`config.mk`:
```
export PLATFORM = sky130hd
export DESIGN_NAME = imem_loader_flat
export DESIGN_NICKNAME = d
export VERILOG_FILES = /design/src/rtl/imem_loader_if.sv /design/src/rtl/imem_loader.sv /design/src/flat_wrapper.sv
export SDC_FILE = /design/constraint.sdc
export NUM_CORES = 1
export LEC_CHECK = 0
export CAP_MARGIN = 20
export CORE_MARGIN = 4
export CORE_UTILIZATION = 35
export DETAILED_ROUTE_END_ITERATION = 10
export GPL_TIMING_DRIVEN = 0
export RECOVER_POWER = 100
export SYNTH_ARGS = -nofsm -noshare
export SYNTH_HDL_FRONTEND = slang
export SYNTH_SLANG_ARGS = --single-unit
```
`constraint.sdc`:
```
create_clock -name i_clk -period 3.1 [get_ports i_clk]
set_input_delay 0.93 -clock i_clk [delete_from_list [all_inputs] [get_ports i_clk]]
set_output_delay 0.93 -clock i_clk [all_outputs]
set_load 0.02 [all_outputs]
```
`src/rtl/imem_loader_if.sv`:
```
// Boot-loader bus: byte stream from the host plus the instruction-RAM write port.
// master = host/debug side (sources bytes, observes writes); slave = the loader.
interface imem_loader_if;
    logic        in_valid;
    logic [7:0]  in_data;
    logic        in_ready;
    logic        wr_en;
    logic [15:0] wr_addr;
    logic [15:0] wr_data;

    modport master (
        output in_valid,
        output in_data,
        input  in_ready,
        input  wr_en,
        input  wr_addr,
        input  wr_data
    );

    modport slave (
        input  in_valid,
        input  in_data,
        output in_ready,
        output wr_en,
        output wr_addr,
        output wr_data
    );
endinterface

```
`src/rtl/imem_loader.sv`:
```
// Instruction-memory boot loader: packs big-endian byte pairs into 16-bit words,
// writes them from address 0 and releases the CPU once the halt word lands.
module imem_loader #(
    parameter int SIZE = 200
) (
    input  logic         i_clk,
    input  logic         i_rst,
    input  logic         i_start,
    imem_loader_if.slave bus,
    output logic         o_busy,
    output logic         o_done,
    output logic         o_err,
    output logic [15:0]  o_word_count,
    output logic         o_cpu_hold
);
    localparam logic [15:0] SIZE_W = 16'(SIZE);
    localparam logic [15:0] HALT_W = 16'hFFFF;

    typedef enum logic [2:0] {
        IDLE  = 3'd0,
        HI    = 3'd1,
        LO    = 3'd2,
        WRITE = 3'd3,
        DONE  = 3'd4,
        ERR   = 3'd5
    } state_t;

    state_t      r_state;
    logic [15:0] r_addr;
    logic [7:0]  r_hi;
    logic [7:0]  r_lo;
    logic        r_in_ready;
    logic        r_wr_en;
    logic [15:0] r_wr_addr;
    logic [15:0] r_wr_data;
    logic        r_busy;
    logic        r_done;
    logic        r_err;
    logic [15:0] r_word_count;
    logic        r_cpu_hold;
    logic        w_accept;

    assign w_accept = bus.in_valid && r_in_ready;

    // Loader FSM; every output is set one cycle ahead alongside its state.
    always_ff @(posedge i_clk) begin
        if (i_rst) begin
            r_state      <= IDLE;
            r_addr       <= 16'd0;
            r_hi         <= 8'd0;
            r_lo         <= 8'd0;
            r_in_ready   <= 1'b0;
            r_wr_en      <= 1'b0;
            r_wr_addr    <= 16'd0;
            r_wr_data    <= 16'd0;
            r_busy       <= 1'b0;
            r_done       <= 1'b0;
            r_err        <= 1'b0;
            r_word_count <= 16'd0;
            r_cpu_hold   <= 1'b1;
        end else begin
            r_wr_en <= 1'b0;
            case (r_state)
                IDLE, DONE, ERR: begin
                    if (i_start) begin
                        r_state      <= HI;
                        r_addr       <= 16'd0;
                        r_word_count <= 16'd0;
                        r_in_ready   <= 1'b1;
                        r_busy       <= 1'b1;
                        r_done       <= 1'b0;
                        r_err        <= 1'b0;
                        r_cpu_hold   <= 1'b1;
                    end else begin
                        r_state <= r_state;
                    end
                end
                HI: begin
                    if (w_accept) begin
                        r_hi    <= bus.in_data;
                        r_state <= LO;
                    end else begin
                        r_state <= HI;
                    end
                end
                LO: begin
                    if (w_accept) begin
                        r_lo       <= bus.in_data;
                        r_state    <= WRITE;
                        r_in_ready <= 1'b0;
                        r_wr_en    <= 1'b1;
                        r_wr_addr  <= r_addr;
                        r_wr_data  <= {r_hi, bus.in_data};
                    end else begin
                        r_state <= LO;
                    end
                end
                WRITE: begin
                    r_word_count <= r_word_count + 16'd1;
                    // The halt word is stored too, and wins over a full memory.
                    if ({r_hi, r_lo} == HALT_W) begin
                        r_state    <= DONE;
                        r_busy     <= 1'b0;
                        r_done     <= 1'b1;
                        r_cpu_hold <= 1'b0;
                    end else if (r_addr + 16'd1 == SIZE_W) begin
                        r_state <= ERR;
                        r_busy  <= 1'b0;
                        r_err   <= 1'b1;
                    end else begin
                        r_addr     <= r_addr + 16'd1;
                        r_state    <= HI;
                        r_in_ready <= 1'b1;
                    end
                end
                default: begin
                    r_state    <= IDLE;
                    r_in_ready <= 1'b0;
                    r_busy     <= 1'b0;
                    r_done     <= 1'b0;
                    r_err      <= 1'b0;
                    r_cpu_hold <= 1'b1;
                end
            endcase
        end
    end

    assign bus.in_ready  = r_in_ready;
    assign bus.wr_en     = r_wr_en;
    assign bus.wr_addr   = r_wr_addr;
    assign bus.wr_data   = r_wr_data;
    assign o_busy        = r_busy;
    assign o_done        = r_done;
    assign o_err         = r_err;
    assign o_word_count  = r_word_count;
    assign o_cpu_hold    = r_cpu_hold;
endmodule
```
`src/flat_wrapper.sv`:
```
// flat-port wrapper written by rule: the top's interface ports become plain ports
module imem_loader_flat 
#(
    parameter int SIZE = 200
)
  (i_clk, i_rst, i_start, o_busy, o_done, o_err, o_word_count, o_cpu_hold, bus_in_valid, bus_in_data, bus_in_ready, bus_wr_en, bus_wr_addr, bus_wr_data);
  imem_loader_if bus_i ();
  input  logic i_clk;
  input  logic i_rst;
  input  logic i_start;
  output logic o_busy;
  output logic o_done;
  output logic o_err;
  output logic [15:0] o_word_count;
  output logic o_cpu_hold;
  input wire logic [$bits(bus_i.in_valid)-1:0] bus_in_valid;
  input wire logic [$bits(bus_i.in_data)-1:0] bus_in_data;
  output wire logic [$bits(bus_i.in_ready)-1:0] bus_in_ready;
  output wire logic [$bits(bus_i.wr_en)-1:0] bus_wr_en;
  output wire logic [$bits(bus_i.wr_addr)-1:0] bus_wr_addr;
  output wire logic [$bits(bus_i.wr_data)-1:0] bus_wr_data;
  assign bus_i.in_valid = bus_in_valid;
  assign bus_i.in_data = bus_in_data;
  assign bus_in_ready = bus_i.in_ready;
  assign bus_wr_en = bus_i.wr_en;
  assign bus_wr_addr = bus_i.wr_addr;
  assign bus_wr_data = bus_i.wr_data;
  imem_loader #(.SIZE(SIZE)) u_core (.i_clk(i_clk), .i_rst(i_rst), .i_start(i_start), .bus(bus_i), .o_busy(o_busy), .o_done(o_done), .o_err(o_err), .o_word_count(o_word_count), .o_cpu_hold(o_cpu_hold));
endmodule
```
==> results of run 1 <==
[metrics by stage]
stage,utilization (%),cells,total power [mW],hold WS (ns)
finish,45.3,661,1.90,0.457
global placement,43.6,644,1.19,0.443
floorplan,-,444,1.14,0.444
CTS,45.5,661,1.93,0.464
detailed placement,43.6,645,1.19,0.451
global route,45.3,661,1.98,0.479
[cells in the mapped netlist (9+ instances only)]
library cell	n
inv_1	9
nand4_1	11
o21ai_0	11
o211ai_1	9
clkbuf_1	18
mux2i_1	9
dfxtp_1	81
a21oi_1	48
nand2_1	95
nand3_1	14
nor2_1	42
[area by class of cell]
| type | count | area share, % |
|---|---|---|
| timing repair buffer | 65 | 13.9 |
| tap | 136 | 3.66 |
| inverter | 9 | 0.726 |
| multi-input combinational | 329 | 39.2 |
| clock buffer | 10 | 2.96 |
| buffer | 25 | 3.66 |
| clock inverter | 6 | 1.10 |
| sequential | 81 | 34.9 |
[critical path, cell delays in order]
cell           delay, ns
dlygate4sd3_1       0.64
nand3_1             0.32
nand2_1             0.38
o211ai_2            0.32
and2_0              0.29
a22o_1              0.24
[flip-flops by register name, summed over array words and instances (netlist names)]
| register | count |
|---|---|
| u_core.bus.wr_addr | 16 |
| u_core.r_hi | 8 |
| u_core.bus.wr_en | 1 |
| u_core.o_cpu_hold | 1 |
| u_core.o_busy | 1 |
| u_core.o_done | 1 |
| u_core.bus.in_ready | 1 |
| u_core.r_state | 3 |
| u_core.r_addr | 16 |
| u_core.o_word_count | 16 |
| u_core.o_err | 1 |
| u_core.bus.wr_data | 16 |
[how the worst max path moves through the flow]
stage / startpoint / endpoint / slack (ns) / cells past startpoint
detailed placement: bus_in_valid / u_core.bus.wr_addr[5] / 0.11 / 6
finish: i_start / u_core.r_addr[1] / 0.24 / 6
global placement: i_start / u_core.r_addr[1] / 0.09 / 6
floorplan: u_core.r_addr[0] / u_core.r_addr[1] / 0.97 / 8
global route: i_start / u_core.r_addr[1] / 0.15 / 6
CTS: bus_in_valid / u_core.bus.wr_addr[5] / 0.48 / 6
[layer usage]
metal	share of wire [%]	track usage, %	up-vias
li1	-	-	1728
met1	47	20.1	1617
met2	48	26.8	57
met3	3.8	3.45	7
met4	1.1	4.60	0
met5	0	0	-
[logic make-up (layout without fill, tap and decap cells)]
group           count (synthesis)  after routing  synth area share, %
simple gates                  205            205                 26.1
compound gates                105            105                 18.9
flops                          81             81                 44.2
buf+inv                        34            115                 5.56
mux                            13             13                 3.68
xor+xnor                        4              4                0.955
fa+ha+maj                       2              2                0.682
[power by group]
part / internal [mW] / switching [mW]
Combinational: 0.0355 / 0.0702
Clock: 0.323 / 0.425
Sequential: 1.05 / 0.00506
Total: 1.40 / 0.500
[cell usage in the layout (no fill, tap or decap), types with 3 or more instances in the layout]
cell type / instances
a311oi_1: 5
dfxtp_1: 81
inv_1: 9
and3_1: 3
nor3_2: 3
mux2i_1: 9
o211ai_1: 9
clkbuf_8: 14
and4_1: 3
nand4_1: 11
nor2_1: 42
nand3_1: 15
nor3_1: 7
xnor2_1: 3
clkdlybuf4s50_1: 8
dlygate4sd3_1: 56
mux2_2: 4
o31ai_1: 7
clkinv_4: 3
nand2_1: 95
clkbuf_1: 18
o21ai_0: 11
nor4_1: 4
or3_1: 7
a21oi_1: 48
a211oi_1: 3
==> flow_summary.yaml, run 1 <==
sta:
  setup_ws_ns: 0.236
  fin_crit_sh_pct: 92.4
  setup_tns_ns: 0
  slew_headroom_pct: 40.5
  fin_crit_ns: 2.86
  rsz0062_at_grt: "no"
  finalSetupViolations: 0
  tightest_slew_ns: 0.887
  drv_slew: 0
  clock.fmax_ghz: 0.349
  skew_ns: 0.00661
  hold_viol: 0
worst_setup_path:
  startpoint_type: "input port"
  r2r_slack_ns: 0.44
  cp-end-kind: "flip-flop"
  rr_startpoint: "u_core.r_addr[0]"
  cp.arrival_ns: 3.12
  path_max_fanout: 10
  worst-endpoint-required_ns: 3.35
  reg2reg_to: "u_core.r_addr[1]"
  reg2reg_depth: 8
  crit_type: "in2reg"
layout:
  ff_latch_area_mm2: 0.00162
  antennaDiodeCount: 0
  syn_to_final_growth_pct: 26.7
  fillCellCount: 1079
  final_nets: 534
  final_area_mm2: 0.00465
  drive_above_1_share_pct: 7.81
  multiInputGateArea_mm2: 0.00182
synthesis:
  synth_fp_nets: 458
  synth_top_area_cell: "dfxtp_1"
  ys_ff_latch: 81
  ys_types: 59
  ys_seq_area_share_pct: 44.2
  ys_warn_count: 0
  synth_top_area_share_pct: 44.2
  syn_area_per_cell_um2: 8.27
  synthCells: 444
  synthFlopType: "dfxtp_1"
  synth_area_leaders: "dfxtp_1 44%, nand2_1 9.7%, a21oi_1 6.5%"
  synth_edf_count: 0
  ys_async_sr_fraction_pct: 0
  syn-cell-area_mm2: 0.00367
clocking:
  postCtsSetupBuffers: 0
  tritoncts: "built"
  cts-root-buf: "clkbuf_8"
  htreeDepth: 3
  clk_pin_slew_ns: 0.09
  hold_buffers: 0
  clk_path_buf_depth: 2
  cts_resized: 0
  clk_latency_ns: 0.36
  cts-buffers-inserted: 9
  clkSinkCount: 81
floorplan:
  die_h_um: 110
  ios: 66
  initial_core_util_pct: 35.7
  dieArea_mm2: 0.0122
  row_count: 37
  die_width_um: 110
  core_region_area_mm2: 0.0103
run:
  maxCapViolCount: 0
route:
  remaining_drc_errors: 0
  vias_per_cell: 5.16
  first_pass_iters: 4
  vias: 3409
  drt_iter0_drc: 109
  route.final.wire_length_mm: 9.64
  ant_nets: 0
  post_drt_wl_per_cell_um: 14.6
power_and_ir_drop:
  ir_worst_vdd_v: 0.000234
  p_per_area_mw_per_mm2: 409
  p_leak_nw: 1.62
global_routing:
  gr-usage-all-layers_pct: 15.8
  grt_pass1_vias: 3255
  antenna_found_initial: 0
  grt_max_degree: 16
  overflow: 0
  grt_pass1_wl_mm: 16.2
placement:
  routabilityCongestion: 0.843
  io_buffers: 64
  dp_slack_ns: 0.108
  post_dp_cell_area_mm2: 0.00449
  hpwl_mm: 7.21
outcome:
  outcome: "completed"
worst_hold_path:
  hold_path_depth: 2
  holdCritPathClass: "reg2reg"
  min_from: "u_core.bus.wr_data[10]"
  holdPathEnd: "u_core.bus.wr_data[10]"
No activity file was read; power rests on OpenSTA's default activity.
==> inputs of run 2 (changes only) <==
Settings changed: CAP_MARGIN 20 to unset.
==> flow_summary.yaml, run 2 (synthesis gave the netlist of run 1 again) <==
outcome:
  outcome: "completed"
route:
  vias_per_cell: 5.19
  route.final.wire_length_mm: 9.68
  vias: 3428
  drt_iter0_drc: 143
  first_pass_iters: 4
  remaining_drc_errors: 0
  post_drt_wl_per_cell_um: 14.6
  ant_nets: 0
layout:
  layout_common_cells: "95 x nand2_1, 81 x dfxtp_1, 56 x dlygate4sd3_1"
  antennaDiodeCount: 0
  syn_to_final_growth_pct: 27.3
  fin_cells: 661
  drive_above_1_share_pct: 7.81
  final_util_pct: 45.5
  fillCellCount: 1082
  final_nets: 534
  layout_commonest_cell: "nand2_1"
sta:
  setup_tns_ns: 0
  slew_headroom_pct: 42.2
  skew_ns: 0.00719
  finalSetupViolations: 0
  drv_slew: 0
  tightest_slew_ns: 0.862
  hold_viol: 0
  clock.fmax_ghz: 0.368
  fin_crit_ns: 2.71
  fin_crit_sh_pct: 87.6
  rsz0062_at_grt: "no"
clocking:
  cts-root-buf: "clkbuf_8"
  clk_path_buf_depth: 2
  hold_buffers: 0
  clk_latency_ns: 0.37
  postCtsSetupBuffers: 0
  clk_pin_slew_ns: 0.09
  clkSinkCount: 81
  tritoncts: "built"
  cts-buffers-inserted: 9
  cts_resized: 0
  htreeDepth: 3
floorplan:
  initial_core_util_pct: 35.7
  ios: 66
  row_count: 37
  dieArea_mm2: 0.0122
  die_h_um: 110
  core_region_area_mm2: 0.0103
  die_width_um: 110
global_routing:
  grt_pass1_wl_mm: 16.1
  antenna_found_initial: 0
  grt_pass1_vias: 3248
  overflow: 0
  grt_max_degree: 16
  gr-usage-all-layers_pct: 15.9
worst_hold_path:
  holdCritPathClass: "reg2reg"
  min_from: "u_core.bus.wr_addr[3]"
worst_setup_path:
  rr_startpoint: "u_core.r_addr[0]"
  slowest_delay_ns: 0.63
  worst-endpoint-required_ns: 3.37
  crit_start: "i_start"
  crit_type: "in2reg"
  cpLargestDelayFamily: "simple AND/OR/NAND/NOR gates"
  crit_chain: "dlygate4sd3_1 -> nand3_1 -> nand2_1 -> o211ai_4 -> and2_0 -> a22o_1"
  slowest_stage: "dlygate4sd3_1"
  cp.arrival_ns: 2.98
  cp-end-kind: "flip-flop"
  path_max_fanout: 10
  cp_num_buf_inv: 1
  startpoint_type: "input port"
power_and_ir_drop:
  p_per_area_mw_per_mm2: 419
  p_leak_nw: 1.63
  total_power_mw: 1.96
  ir_worst_vdd_v: 0.000213
placement:
  hpwl_mm: 7.18
  routabilityCongestion: 0.843
  placedCellCount: 644
  io_buffers: 64
run:
  maxCapViolCount: 0
[run 2: cell count changes in the layout (fill, tap and decap cells not counted), sizes merged]
cell    before  now
buf          3    2
inv         11   12
clkinv       3    2
bufinv       0    1
[run 2: per-layer routing]
layer  global-route usage, %  up-vias  wire length, µm
li1                        -     1731                -
met1                    20.0     1619             4480
met2                    26.6       68             4710
met3                    3.40       10              330
met4                    5.67        0              154
met5                       0        -                0
[run 2: tightest hold or removal path: cells and delay by family (launching register included)]
family / cells / cell delay [ns]
flops: 1 / 0.31
simple gates: 1 / 0.05
compound gates: 1 / 0.05
[run 2: path summary, 6_finish.rpt]
check,depth (start not counted),slack [ns],to
worst min register to register,2,0.45,u_core.bus.wr_addr[3]
worst min-delay path,2,0.45,u_core.bus.wr_addr[3]
worst max register to register,7,0.39,u_core.r_addr[0]
worst max-delay path,6,0.39,u_core.r_addr[1]
[run 2: final cells by class]
class / count / area, µm² / area share, %
multi-input combinational: 329 / 1830 / 39.2
sequential: 81 / 1620 / 34.7
timing repair buffer: 65 / 644 / 13.8
buffer: 25 / 170 / 3.64
tap: 136 / 170 / 3.64
clock buffer: 9 / 124 / 2.65
clock inverter: 7 / 77.6 / 1.66
inverter: 9 / 33.8 / 0.723
[run 2: power by group]
| group | switching, mW | internal [mW] | leakage [nW] |
|---|---|---|---|
| Clock | 0.418 | 0.380 | 0.101 |
| Sequential | 0.00515 | 1.05 | 0.653 |
| Combinational | 0.0705 | 0.0363 | 0.875 |
[run 2: per-stage QoR]
step                      hold WS (ns)  cell area, µm²  setup slack, ns
after floorplan                  0.444            3670            0.975
final                            0.454            4670            0.386
after global routing             0.479            4670            0.153
after detailed placement         0.450            4480            0.111
after global placement           0.443            4480           0.0945
after CTS                        0.463            4680            0.468
